File: src/rtl/mem_port_arbiter_pkg.sv
// Shared state and owner encodings for the unified-memory port arbiter.
// Used by the arbiter RTL; holds no logic of its own.
package mem_port_arbiter_pkg;

    typedef enum logic {
        IDLE = 1'b0,
        BUSY = 1'b1
    } arb_state_e;

    typedef enum logic {
        OWN_IF = 1'b0,
        OWN_DM = 1'b1
    } arb_owner_e;

endpackage

File: src/rtl/mem_port_arbiter.sv
// Fetch/load-store arbiter for one single-ported memory: data wins unless fetch has starved STARVE_MAX grants.
// Grant is same-cycle, valid returns MEM_LAT cycles later; losers backpressure by holding req until their gnt.
module mem_port_arbiter
    import mem_port_arbiter_pkg::*;
#(
    parameter int AW         = 32,
    parameter int DW         = 32,
    parameter int MEM_LAT    = 2,
    parameter int STARVE_MAX = 4
) (
    input  logic          clk,
    input  logic          rst_n,
    input  logic          if_req,
    input  logic [AW-1:0] if_addr,
    output logic          if_gnt,
    output logic          if_valid,
    output logic [DW-1:0] if_rdata,
    output logic          stall_if,
    input  logic          dm_req,
    input  logic          dm_we,
    input  logic [AW-1:0] dm_addr,
    input  logic [DW-1:0] dm_wdata,
    output logic          dm_gnt,
    output logic          dm_valid,
    output logic [DW-1:0] dm_rdata,
    output logic          mem_en,
    output logic          mem_we,
    output logic [AW-1:0] mem_addr,
    output logic [DW-1:0] mem_wdata,
    input  logic [DW-1:0] mem_rdata
);

    localparam int LCW = $clog2(MEM_LAT + 1);
    localparam int SCW = $clog2(STARVE_MAX + 1);
    localparam logic [LCW-1:0] LAT_INIT   = LCW'(MEM_LAT);
    localparam logic [LCW-1:0] LAT_ONE    = LCW'(1);
    localparam logic [SCW-1:0] STARVE_TOP = SCW'(STARVE_MAX);
    localparam logic [SCW-1:0] STARVE_ONE = SCW'(1);

    arb_state_e     state_q,      state_d;
    arb_owner_e     owner_q,      owner_d;
    logic [LCW-1:0] lat_cnt_q,    lat_cnt_d;
    logic [SCW-1:0] starve_cnt_q, starve_cnt_d;

    logic done;
    logic grant_ok;
    logic pick_if;

    // Outputs are forced low while rst_n is asserted so the port looks dead during reset.
    always_comb begin
        done     = rst_n && (state_q == BUSY) && (lat_cnt_q == LAT_ONE);
        grant_ok = rst_n && ((state_q == IDLE) || done);
        pick_if  = if_req && ((starve_cnt_q == STARVE_TOP) || !dm_req);

        if_gnt   = grant_ok && pick_if;
        dm_gnt   = grant_ok && dm_req && !pick_if;

        if_valid = done && (owner_q == OWN_IF);
        dm_valid = done && (owner_q == OWN_DM);
        if_rdata = if_valid ? mem_rdata : '0;
        dm_rdata = dm_valid ? mem_rdata : '0;
        stall_if = rst_n && if_req && !if_valid;

        mem_en    = if_gnt || dm_gnt;
        mem_we    = dm_gnt && dm_we;
        mem_addr  = if_gnt ? if_addr : (dm_gnt ? dm_addr : '0);
        mem_wdata = mem_we ? dm_wdata : '0;
    end

    always_comb begin
        state_d      = state_q;
        owner_d      = owner_q;
        lat_cnt_d    = lat_cnt_q;
        starve_cnt_d = starve_cnt_q;

        if (mem_en) begin
            state_d   = BUSY;
            lat_cnt_d = LAT_INIT;
            owner_d   = if_gnt ? OWN_IF : OWN_DM;
        end else if (state_q == BUSY) begin
            lat_cnt_d = lat_cnt_q - LAT_ONE;
            if (done) begin
                state_d = IDLE;
            end
        end

        // Counts data wins only while fetch is actually waiting.
        if (if_gnt || !if_req) begin
            starve_cnt_d = '0;
        end else if (dm_gnt && (starve_cnt_q != STARVE_TOP)) begin
            starve_cnt_d = starve_cnt_q + STARVE_ONE;
        end
    end

    always_ff @(posedge clk) begin
        if (!rst_n) begin
            state_q      <= IDLE;
            owner_q      <= OWN_IF;
            lat_cnt_q    <= '0;
            starve_cnt_q <= '0;
        end else begin
            state_q      <= state_d;
            owner_q      <= owner_d;
            lat_cnt_q    <= lat_cnt_d;
            starve_cnt_q <= starve_cnt_d;
        end
    end

    a_if_req_held: assert property (@(posedge clk) disable iff (!rst_n)
        (if_req && !if_gnt) |=> if_req);
    a_dm_req_held: assert property (@(posedge clk) disable iff (!rst_n)
        (dm_req && !dm_gnt) |=> dm_req);

    if (MEM_LAT > 1) begin : g_en_gap
        a_en_gap: assert property (@(posedge clk) disable iff (!rst_n)
            mem_en |=> !mem_en);
    end

endmodule

File: config.mk
export PLATFORM = sky130hd
export DESIGN_NAME = mem_port_arbiter
export DESIGN_NICKNAME = d
export VERILOG_FILES = /design/src/rtl/mem_port_arbiter_pkg.sv /design/src/rtl/mem_port_arbiter.sv
export SDC_FILE = /design/constraint.sdc
export NUM_CORES = 1
export LEC_CHECK = 0
export CAP_MARGIN = 0
export CORE_AREA = 5 5 101 103
export CTS_CLUSTER_DIAMETER = 80
export CTS_CLUSTER_SIZE = 20
export DETAILED_ROUTE_END_ITERATION = 6
export DIE_AREA = 0 0 106 108
export GPL_TIMING_DRIVEN = 0
export PLACE_DENSITY = 0.75
export SETUP_SLACK_MARGIN = 0.4
export SYNTH_ARGS = -nofsm -noshare
export SYNTH_HDL_FRONTEND = slang
export SYNTH_SLANG_ARGS = --single-unit
File: constraint.sdc
create_clock -name clk -period 2 [get_ports clk]
set_input_delay 0.2 -clock clk [delete_from_list [all_inputs] [get_ports clk]]
set_output_delay 0.2 -clock clk [all_outputs]
set_load 0.01 [all_outputs]
==> results.sh <==
export IMPL_synth_area_mm2=0.001734
export IMPL_grt_pass1_wl_um=17640
export IMPL_p_per_area_mw_per_mm2=204.2
export IMPL_p_comb_share_pct=68.5
export IMPL_internal_power_mw=0.7612
export IMPL_crit_fanout=5
export IMPL_hold_path_depth=3
export IMPL_pwr_share_clk_pct=17.4
export IMPL_port_buffers=265
export IMPL_max_stage_delay_ps=330
export IMPL_vias=3348
export IMPL_io_pin_count=268
export IMPL_start_kind="flip-flop"
export IMPL_rows=35
export IMPL_detail_route_first_pass_iterations=4
export IMPL_ant_nets=0
export IMPL_drive_above_1_share_pct=49.15
export IMPL_worst_r2r_path_depth=8
export IMPL_worst_slew_pin_slew_ps=639.5
export IMPL_cap_violations=0
export IMPL_placed_cell_area_mm2=0.004619
export IMPL_ys_ff_latch=7
export IMPL_clock_latency_ps=220
export IMPL_arrival_ps=1930
export IMPL_wl_per_cell_um=17.60
export IMPL_grt_max_degree=11
export IMPL_cts_sinks=7
export IMPL_wl_um=12340
export IMPL_rsz0062_at_grt="true"
export IMPL_seqPwrFrac_pct=14.1
export IMPL_ctsHtreeMaxLevel=1
export IMPL_start_util_pct=19.04
export IMPL_setup_tns_ps=-3877
export IMPL_via_per_inst=4.776
export IMPL_hp_class="primary input to flip-flop"
export IMPL_synth_nets=413
export IMPL_fin_area_mm2=0.005533
export IMPL_finalMaxSlewViolations=0
export IMPL_hold_violations=0
export IMPL_cts_tree="done"
export IMPL_antennaDiodeCount=0
export IMPL_p_sw_share_pct=32.61
export IMPL_fmax_mhz=468.8
export IMPL_crit_chain="inv_2 > ha_4 > a21bo_1 > buf_6 > a2111oi_4 > buf_4 > buf_6 > buf_6 > and2_4 > buf_6"
export IMPL_async_flop_share_pct=0
export IMPL_hpwl_um=9208
export IMPL_period_minus_slack_ps=2133
export IMPL_cts_buffers=3
export IMPL_root_buffer="clkbuf_8"
export IMPL_overflow=0
export IMPL_leakagePower_nw=2.284
export IMPL_grtUsageTotal_pct=18.69
export IMPL_whs_ps=423.5
export IMPL_first_iter_violations=132
export IMPL_fin_total_pwr_mw=1.130
export IMPL_fp_dieW_um=106
export IMPL_cp_required_ps=1800
export IMPL_crit_type="flip-flop to output port"
export IMPL_synth_edf_count=0
export IMPL_synth_cell_type_count=28
export IMPL_gpl_final_weighted_congestion=0.7717
export IMPL_violations="negative setup slack"
export IMPL_crit_slowest_cell="dfxtp_2"
export IMPL_area_growth_syn_to_layout_pct=219.0
export IMPL_grt_pass1_vias=3417
export IMPL_end_kind="output port"
export IMPL_fp_coreArea_mm2=0.009109
export IMPL_setup_viol=37
export IMPL_post_route_period_util_pct=106.7
export IMPL_syn_instance_count=277
export IMPL_final_nets=727
export IMPL_antenna_found_initial=0
export IMPL_hold_buffers=0
export IMPL_fin_cells=701
export IMPL_avgSynthCellArea_um2=6.261
export IMPL_fin_skew_ps=0.6428
export IMPL_max_slew_margin_pct=57.36
export IMPL_synth_warning_count=0
export IMPL_dieHeight_um=108
export IMPL_status="finished with violations"
export IMPL_drc=0
export IMPL_die_area_mm2=0.01145
export IMPL_p_sw_mw=0.3684
export IMPL_cpMostUsedCell="buf_6"
export IMPL_path_clk_slew_ps=40
export IMPL_dp_cells=653
export IMPL_synth_ff_type="dfxtp_1"
export IMPL_vdd_drop_max_uv=194.9
export IMPL_layout_setup_ws_ps=-133.3
export IMPL_clockBufferDepth=2
export IMPL_seq_area_frac_synth_pct=8.081
-- synth_stat cells, types with 2 or more instances --
cell type / instances / area (µm²)
o211ai_1: 32 / 240.2
o31ai_1: 2 / 15.01
clkbuf_1: 26 / 97.59
nor2_1: 4 / 15.01
buf_2: 2 / 10.01
inv_1: 8 / 30.03
dfxtp_1: 7 / 140.1
nand4_1: 2 / 12.51
a21oi_1: 38 / 190.2
ha_1: 3 / 37.54
and3_1: 2 / 12.51
buf_4: 3 / 22.52
nand3_1: 33 / 165.2
nand2_1: 4 / 15.01
and2_1: 98 / 613.1
-- kinds of logic (layout without fill, tap and decap cells) --
group	Yosys count	count (layout)	synth area share (%)
and+or+nand+nor	148	148	49.86
adders and majority gates	3	3	2.165
xor gates and xnor gates	1	1	0.5051
AOI/OAI and AO/OA	77	77	29.37
DFF	7	7	8.081
buffers and inverters	40	353	9.451
muxes	1	1	0.5772
-- worst paths after layout --
path / start / endpoint / slack, ps
max: starve_cnt_q[0] / mem_wdata[14] / -130
min: dm_req / state_q / 420
max reg2reg: starve_cnt_q[0] / starve_cnt_q[1] / 400
min reg2reg: starve_cnt_q[2] / starve_cnt_q[2] / 530
-- area by class of cell --
cell class	count	area, µm²
fillers	801	3576
repair buffers	309	3067
multi-input cells	230	1773
plain buffers	31	329.1
flip-flops and latches	7	146.4
well taps	111	138.9
clock buffers	4	45.04
inverters	9	33.78
-- critical path, delay by kind of cell, from the launching register on --
kind	cells	cell delay (ps)
and+or+nand+nor	1	140
buffers and inverters	6	660
AOI/OAI and AO/OA	2	440
adders and majority gates	1	150
DFF	1	330
-- what timing repair did --
| item | in CTS | in global routing |
|---|---|---|
| pin swaps | 11 | 14 |
| cloned | 9 | 4 |
| buffers inserted | 24 | 7 |
| gates resized for setup | 574 | 82 |
| endpoints found under the setup margin | 135 | 138 |
-- routing by layer --
metal  global-route usage [%]  share of wire (%)  up-vias
li1                         -                  -     1602
met1                    20.67                 36     1551
met2                    35.25                 52      173
met3                    5.612                8.8       22
met4                    4.070                2.5        0
met5                        0                  0        -
-- registers in the layout, summed over array words and instances (netlist names) --
| name | count |
|---|---|
| starve_cnt_q | 3 |
| lat_cnt_q | 2 |
| owner_q | 1 |
| state_q | 1 |
-- power by group through the flow --
stage,clock network (mW),logic (mW),registers (mW)
detailed placement,0,0.646,0.158
floorplan,0,0.215,0.156
global placement,0,0.636,0.157
CTS,0.201,0.713,0.159
finish,0.196,0.774,0.159
global route,0.212,0.826,0.160
-- cells in the final DEF, fill, tap and decap left out, drive strengths merged, types with 2 or more instances in the layout --
cell type | synthesis | layout
nor2 | 4 | 4
clkdlybuf4s50 | 0 | 129
ha | 3 | 3
nand3 | 33 | 33
inv | 8 | 8
a21oi | 38 | 38
dlygate4sd2 | 0 | 2
dfxtp | 7 | 7
and2 | 98 | 98
clkbuf | 26 | 39
buf | 5 | 114
o31ai | 2 | 2
clkdlybuf4s15 | 0 | 60
and3 | 2 | 2
nand2 | 4 | 4
nand4 | 2 | 2
o211ai | 32 | 32
-- stage by stage --
stage | setup slack, ps | util [%]
floorplan | 246.3 | -
global placement | -634.1 | 50.71
detailed placement | -662.4 | 50.71
CTS | -191.2 | 57.13
global route | -237.1 | 60.74
finish | -133.3 | 60.74
Power figures use the tool's default switching activity.
